File: config.mk
export PLATFORM = sky130hd
export DESIGN_NAME = urv_mul_sequencer
export DESIGN_NICKNAME = d
export VERILOG_FILES = /design/src/rtl/urv_mul_pkg.sv /design/src/rtl/urv_mult18x18.sv /design/src/rtl/urv_mul_sequencer.sv
export SDC_FILE = /design/constraint.sdc
export NUM_CORES = 2
export LEC_CHECK = 0
export BUFFER_PORTS_ARGS = -buffer_cell sky130_fd_sc_hd__buf_2
export CORE_UTILIZATION = 35
export CTS_CLUSTER_DIAMETER = 40
export DETAILED_ROUTE_END_ITERATION = 12
export PLACE_DENSITY_LB_ADDON = 0.05
export SLEW_MARGIN = 30
export SYNTH_ARGS = -nofsm -noshare
export SYNTH_HDL_FRONTEND = slang
export SYNTH_SLANG_ARGS = --single-unit
File: constraint.sdc
create_clock -name clk_i -period 8.55 [get_ports clk_i]
set_input_delay 1.71 -clock clk_i [delete_from_list [all_inputs] [get_ports clk_i]]
set_output_delay 1.71 -clock clk_i [all_outputs]
set_load 0.01 [all_outputs]
File: src/rtl/urv_mul_pkg.sv
// Shared types and funct codes for the uRV multi-cycle multiplier.
// Funct codes follow RISC-V funct3[1:0] for the M-extension multiplies.
package urv_mul_pkg;

   localparam logic [1:0] FUN_MUL    = 2'd0;
   localparam logic [1:0] FUN_MULH   = 2'd1;
   localparam logic [1:0] FUN_MULHSU = 2'd2;
   localparam logic [1:0] FUN_MULHU  = 2'd3;

   typedef enum logic [1:0] {
      S_IDLE,
      S_ISSUE,
      S_DRAIN,
      S_DONE
   } mul_state_e;

   // Partial product of step k, sign-extended and placed at its weight.
   function automatic logic [65:0] place_pp(input logic [35:0] p,
                                            input logic [1:0]  step);
      logic [65:0] ext;
      ext = {{30{p[35]}}, p};
      unique case (step)
         2'd0:    place_pp = ext;
         2'd1,
         2'd2:    place_pp = ext << 16;
         default: place_pp = ext << 32;
      endcase
   endfunction

endpackage

File: src/rtl/urv_mult18x18.sv
// Registered 18x18 signed multiplier, generic implementation.
// The product register only updates when stall_i is low.
module urv_mult18x18 (
   input  logic        clk_i,
   input  logic        stall_i,
   input  logic [17:0] a_i,
   input  logic [17:0] b_i,
   output logic [35:0] q_o
);

   logic [35:0] q_q;

   always_ff @(posedge clk_i) begin
      if (!stall_i)
         q_q <= $signed(a_i) * $signed(b_i);
   end

   assign q_o = q_q;

endmodule

File: src/rtl/urv_mul_sequencer.sv
// 32x32 multiply built from four 18x18 partial products on one
// registered multiplier; returns low word (MUL) or high word.
module urv_mul_sequencer
   import urv_mul_pkg::*;
(
   input  logic        clk_i,
   input  logic        rst_i,
   input  logic        start_i,
   input  logic [1:0]  fun_i,
   input  logic [31:0] rs1_i,
   input  logic [31:0] rs2_i,
   input  logic        kill_i,
   output logic        ready_o,
   output logic        done_o,
   output logic [31:0] result_o
);

   mul_state_e  state_q, state_d;
   logic [1:0]  step_q, step_d;
   logic [1:0]  fun_q, fun_d;
   logic [32:0] a_q, a_d;
   logic [32:0] b_q, b_d;
   logic [65:0] acc_q, acc_d;
   logic [31:0] result_q, result_d;
   logic        done_q, done_d;

   logic        accept;
   logic        stall;
   logic [17:0] mul_a;
   logic [17:0] mul_b;
   logic [35:0] prod;

   assign ready_o  = (state_q == S_IDLE) | (state_q == S_DONE);
   assign accept   = start_i & ready_o & ~kill_i;
   assign done_o   = done_q;
   assign result_o = result_q;

   // step[1] selects the high half of a, step[0] the high half of b
   assign mul_a = step_q[1] ? {a_q[32], a_q[32:16]} : {2'b00, a_q[15:0]};
   assign mul_b = step_q[0] ? {b_q[32], b_q[32:16]} : {2'b00, b_q[15:0]};
   assign stall = (state_q != S_ISSUE);

   urv_mult18x18 u_mult (
      .clk_i   (clk_i),
      .stall_i (stall),
      .a_i     (mul_a),
      .b_i     (mul_b),
      .q_o     (prod)
   );

   always_comb begin
      state_d  = state_q;
      step_d   = step_q;
      fun_d    = fun_q;
      a_d      = a_q;
      b_d      = b_q;
      acc_d    = acc_q;
      result_d = result_q;
      done_d   = 1'b0;

      unique case (state_q)
         S_ISSUE: begin
            if (step_q != 2'd0)
               acc_d = acc_q + place_pp(prod, 2'(step_q - 2'd1));
            step_d = 2'(step_q + 2'd1);
            if (step_q == 2'd3)
               state_d = S_DRAIN;
         end
         S_DRAIN: begin
            acc_d    = acc_q + place_pp(prod, 2'd3);
            result_d = (fun_q == FUN_MUL) ? acc_d[31:0] : acc_d[63:32];
            done_d   = 1'b1;
            state_d  = S_DONE;
         end
         S_DONE:  state_d = S_IDLE;
         default: ;
      endcase

      if (kill_i && (state_q == S_ISSUE || state_q == S_DRAIN)) begin
         state_d  = S_IDLE;
         done_d   = 1'b0;
         result_d = result_q;
      end

      if (accept) begin
         fun_d   = fun_i;
         a_d     = {rs1_i[31] & (fun_i == FUN_MULH || fun_i == FUN_MULHSU),
                    rs1_i};
         b_d     = {rs2_i[31] & (fun_i == FUN_MULH), rs2_i};
         acc_d   = '0;
         step_d  = 2'd0;
         state_d = S_ISSUE;
      end
   end

   always_ff @(posedge clk_i) begin
      if (rst_i) begin
         state_q  <= S_IDLE;
         step_q   <= 2'd0;
         fun_q    <= FUN_MUL;
         a_q      <= '0;
         b_q      <= '0;
         acc_q    <= '0;
         result_q <= '0;
         done_q   <= 1'b0;
      end else begin
         state_q  <= state_d;
         step_q   <= step_d;
         fun_q    <= fun_d;
         a_q      <= a_d;
         b_q      <= b_d;
         acc_q    <= acc_d;
         result_q <= result_d;
         done_q   <= done_d;
      end
   end

endmodule

# Word-level counts from Yosys, hierarchy flattened
# Cells that the tools add are included.
# Widths: inputs -> output; s select.
dict set report classes {
  n_addsub 4
  mul 1
  div 0
  order_cmp 0
  eq_ne 12
  n_shift 0
  mux 14
  bitwise_logic 7
  reduce_logical 18
}
# operator n
set ops {}
lappend ops {{$mux 66} 4}
lappend ops {{$pmux 66 s2} 2}
lappend ops {{$add 66x66->66} 2}
lappend ops {{$mul 18x18->36} 1}
lappend ops {{$mux 18} 2}
lappend ops {{$mux 32} 1}
lappend ops {{$eq 2x2->1 const B} 5}
lappend ops {{$reduce_and 2->1} 4}
lappend ops {{$eq 2x1->1 const B} 3}
lappend ops {{$logic_not 2->1} 3}
lappend ops {{$pmux 2 s3} 1}
lappend ops {{$reduce_or 2->1} 3}
lappend ops {{$reduce_bool 5->1} 1}
lappend ops {{$and 1x1->1} 4}
lappend ops {{$ne 2x2->1 const B} 2}
lappend ops {{$ne 4x3->1 const B} 1}
lappend ops {{$reduce_bool 2->1} 2}
lappend ops {{$mux 1} 3}
lappend ops {{$reduce_bool 3->1} 1}
lappend ops {{$reduce_or 3->1} 1}
lappend ops {{$add 2x1->2 const B} 1}
lappend ops {{$logic_or 1x1->1} 2}
lappend ops {{$mux 2} 1}
lappend ops {{$ne 2x1->1 const B} 1}
lappend ops {{4 further kinds} 5}
dict set report word_totals {
  ff_bits 207
  latch_bits 0
  ram_bits 0
  rom_bits 0
  inputBits 70
  out_inout_bits 34
  mem_count 0
}

# Longest topological paths before layout
dict set report depth {
  depth_word 9
  depth_mapped 29
  mapped_depth_nobuf 27
}

# Cells and area by module
# From an unflattened synthesis, not the netlist that was laid out.
dict set report unflattened {
  cells_unflattened 3208
  hier_area_um2 26594.3
}
# module instances cells_each area_per_inst_um2 seq_area_each_um2
set by_module_without_submodules {}
lappend by_module_without_submodules {urv_mul_sequencer 1 1844 13429.1 3383.2}
lappend by_module_without_submodules {urv_mult18x18 1 1364 13165.1 1081.0}

# Worst setup path before layout
# Ideal clock, no wire load.
dict set report synth_path {
  path_kind {register to register}
  from {register step_q[0]}
  to {register u_mult.q_q[33] (netlist: u_mult.q_o[33]) (data pin)}
  setup_time_ps 263
  t_arrival_ps 7059
  required_ps 8287
  setup_slack_ps 1228
  path_stages_with_launch 25
  path_buffers 3
  synth_period_minus_slack_ps 7322
  path_cell_list {dfxtp_1 clkbuf_1 buf_1 buf_1 mux2_2 nand2_1 fa_1 fa_1 fa_1 inv_1 fa_1 fa_1 inv_1 fa_1 inv_1 ha_1 a21o_1 a21oi_1 o21ai_0 a31o_1 a221o_1 a31o_1 or2_1 a311oi_1 xnor2_1}
}
dict set report synth_via {
  elab_chain_cells 2
}
# element line
set synth_lines {}
lappend synth_lines {{start: declaration} urv_mul_sequencer.sv:19} ;# logic [1:0] step_q, step_d;
lappend synth_lines {{start signal: assignment} urv_mul_sequencer.sv:108} ;# step_q <= step_d;
lappend synth_lines {{$mux 18} urv_mul_sequencer.sv:40} ;# assign mul_b = step_q[0] ? {b_q[32], b_q[32:16]} : {2'b00, b_q[15:0]};
lappend synth_lines {{$mul 18x18->36} urv_mult18x18.sv:15} ;# q_q <= $signed(a_i) * $signed(b_i);
lappend synth_lines {{end signal: assignment} urv_mult18x18.sv:15}
lappend synth_lines {{end: declaration} urv_mult18x18.sv:11} ;# logic [35:0] q_q;
# Every way passes these cells.
# A chain may end at the register's enable or synchronous reset.

# Final worst setup path
# Same ends and word-level chain as after synthesis.

==> reports/results.tsv <==
metric	value	unit
static leakage	0.01322	µW
Final ANT Viol Nets	0	
CTS buffer count	44	
hold path start	result_o[1]	
dpl cell area	26840	µm²
GRT Util Overall	24.93	%
fmax	0.1338	GHz
gpl congestion	0.9197	
synth warn	0	
later-pin clock latency in the skew report	590	ps
crit start category	flop	
chip height	270.3	µm
first-pass GRT wire length	138.7	mm
mapped cell area	25190	µm²
I/O Buffers	103	
critical-path cell list	buf_12 -> mux2i_1 -> buf_4 -> nor2_1 -> fa_1 -> inv_1 -> fa_1 -> fa_1 -> inv_1 -> fa_1 -> fa_1 -> inv_1 -> fa_1 -> inv_1 -> ha_1 -> a21o_1 -> a21oi_1 -> o21ai_0 -> a31o_1 -> a221o_1 -> a31o_1 -> or2_1 -> a311oi_1 -> xnor2_1	
# Max-Cap Violations	0	
Pre-antenna DRT Iters	5	
clock slew at reported path FFs	50	ps
drt drc	0	
net count reported at finish	3699	
Reg2Reg Capture Point	u_mult.q_o[33]	
most common cell after layout, fill and taps aside	inv_1	
area growth from synthesis to layout	12.44	%
vias per std cell	5.204	
layout cells sized above 1	8.935	%
Layout Utilization	39.69	%
Worst Hold End	result_o[1]	
Post-synth EDFFs	36	
CP arrival	7780	ps
Setup TNS Final	0	ps
Finished Layout Cells	4095	
Max Clock Skew	29.60	ps
Post-Syn Nets	3631	
Std-Cell Rows	98	
CP Max Fanout	18	
htree depth	2	
largest net degree at the start of global routing	70	
Max stage delay on crit path	660	ps
Worst Path Buf+Inv	6	
clk root buf	clkbuf_16	
Yosys cell types	70	
CTS max path bufs	3	
sequential share of the synthesized area	17.72	%
crit path capture type	flop	
setup bufs post-CTS	0	
worst r2r path cells	24	
Worst Setup SP	step_q[0]	
Worst Tran Pin Value	952.8	ps
IO Pins	104	
WS Path Type	reg -> reg	
Crit-path slowest cell	dfxtp_2	
most used flip-flop cell after synthesis	dfxtp_1	
antenna cells	0	
Hold Violations, Final	0	
syn avg cell area	8.273	µm²
Synth async-reset ratio	0	%
Hold Path Depth	2	
Gate Count Post-Synth	3045	
# placed instances	4017	
Worst EP required	8860	ps
most frequent cells in the layout	439 x inv_1, 412 x nand2_1, 320 x fa_1	
vias in the first global route	22570	
final cycle utilization of the critical path	87.42	%
Crit path max-delay family	adder cells	
Initial Utilization	35.30	%
WHS	460.1	ps
CTS resizes	0	
routed len/inst	22.10	µm
reg-to-reg setup timing slack	1080	ps
CTS tree	built	
Hold Crit Class	reg -> reg	
Total Wirelength	90.51	mm
Vias	21310	
Post-CTS Hold Buffers	0	
HPWL after DPL	74.11	mm
Worst VDD drop	0.1991	mV
Starting DRT DRC Count	1122	
post-route minimum period	7474	ps
#FFs+latches synth	205	
Slew Limit Headroom	36.33	%
pwr/cell area	157.4	nW/µm²
initial antenna violation count	0	
endpoints failing setup	0	
Clock Sinks	205	
DIE AREA	73050	µm²
design area	28320	µm²
grt total ovfl	0	
status	finished, final reports clean	
count of pins over their slew limit	0	
Core Footprint	71360	µm²
RSZ-0062 raised after global routing	no	
Die W	270.3	µm
CP most frequent cell	fa_1	
worst r2r src	step_q[0]	
==> cell families (layout without fill, tap and decap cells) <==
family          after synthesis  count (layout)  synth area share, %
simple gates                898             898                15.09
buf+inv                     572             672                8.632
compound gates              667             667                16.44
mux                          62              62                2.603
flops                       205             205                17.72
xor+xnor                    125             125                4.346
fa+ha+maj                   516             516                35.16
==> cell usage after synthesis (3+ instances only) <==
cell type / instances / share of area (%)
nand2b_1: 22 / 0.55
xor2_1: 39 / 1.4
nor3_1: 21 / 0.42
xnor2_1: 86 / 3.0
o211ai_1: 13 / 0.39
a22o_1: 16 / 0.56
a21oi_1: 286 / 5.7
buf_2: 13 / 0.26
o21ai_0: 89 / 1.8
a211oi_1: 26 / 0.77
a221oi_1: 7 / 0.24
o221ai_1: 16 / 0.56
a31oi_1: 19 / 0.47
or2_2: 5 / 0.12
a22oi_1: 31 / 0.92
or3_1: 8 / 0.20
o22ai_1: 4 / 0.099
nand2_1: 412 / 6.1
nor2b_1: 18 / 0.45
nor2_1: 304 / 4.5
a311oi_1: 13 / 0.45
and3_1: 12 / 0.30
nor3b_1: 3 / 0.089
nor4_1: 10 / 0.25
dfxtp_1: 169 / 13
clkbuf_1: 111 / 1.7
a221o_1: 5 / 0.20
a31o_1: 3 / 0.10
mux2i_1: 34 / 1.4
o21bai_1: 21 / 0.63
o21a_1: 13 / 0.39
mux2_2: 28 / 1.3
ha_1: 196 / 9.7
buf_1: 7 / 0.10
inv_1: 439 / 6.5
edfxtp_1: 36 / 4.3
fa_1: 320 / 25
and2_1: 25 / 0.62
a21boi_0: 6 / 0.18
o21ai_1: 12 / 0.24
nand3_1: 25 / 0.50
nand4_1: 19 / 0.47
a21o_1: 63 / 1.9
==> flip-flops by register name (all words and copies together) (netlist names) <==
signal / flops
acc_q: 64
u_mult.q_o: 36
a_q: 33
b_q: 33
result_o: 32
fun_q: 2
state_q: 2
step_q: 2
done_o: 1
==> worst max-delay path by stage <==
stage / slack (ps) / endpoint / cells after the start
after global placement: 1070 / u_mult.q_o[31] / 25
after floorplan: 1230 / u_mult.q_o[33] / 24
after detailed placement: 950 / u_mult.q_o[31] / 25
after global routing: 690 / u_mult.q_o[33] / 24
after CTS: 940 / u_mult.q_o[31] / 25
final: 1080 / u_mult.q_o[33] / 24
==> power breakdown <==
| group | switching (µW) | internal [µW] | total (µW) |
|---|---|---|---|
| Combinational | 1020 | 506 | 1530 |
| Sequential | 132 | 1080 | 1210 |
| Clock | 584 | 1130 | 1720 |
==> per-stage QoR <==
step                      worst slack (ps)  total power, µW
final                                 1076             4459
after CTS                            935.5             4497
after detailed placement             954.3             2752
after global placement                1075             2738
after floorplan                       1228             2156
after global routing                 685.3             4686
==> worst register-to-register path: cells and delay by family (launching register included) <==
kind | cells | cell delay [ps]
mux | 1 | 220
buf+inv | 6 | 730
simple gates | 2 | 390
xor+xnor | 1 | 100
flops | 1 | 660
compound gates | 7 | 1770
fa+ha+maj | 7 | 3360
==> routing by layer <==
metal  up-vias  routed length [µm]  GRT usage [%]
li1      10140                   -              -
met4         0                4379          11.17
met3       168                2964          2.658
met5         -                   0              0
met1     10500               38650          30.38
met2       494               44520          44.13
==> final cells by class <==
| class | count | area, µm² |
|---|---|---|
| timing repair buffer | 155 | 920.9 |
| inverter | 439 | 1648 |
| multi-input combinational | 2268 | 18620 |
| clock buffer | 59 | 1240 |
| sequential | 205 | 4467 |
| tap | 950 | 1189 |
| fill | 7431 | 43040 |
| clock inverter | 19 | 242.7 |
(Power assumes the default switching activity.)
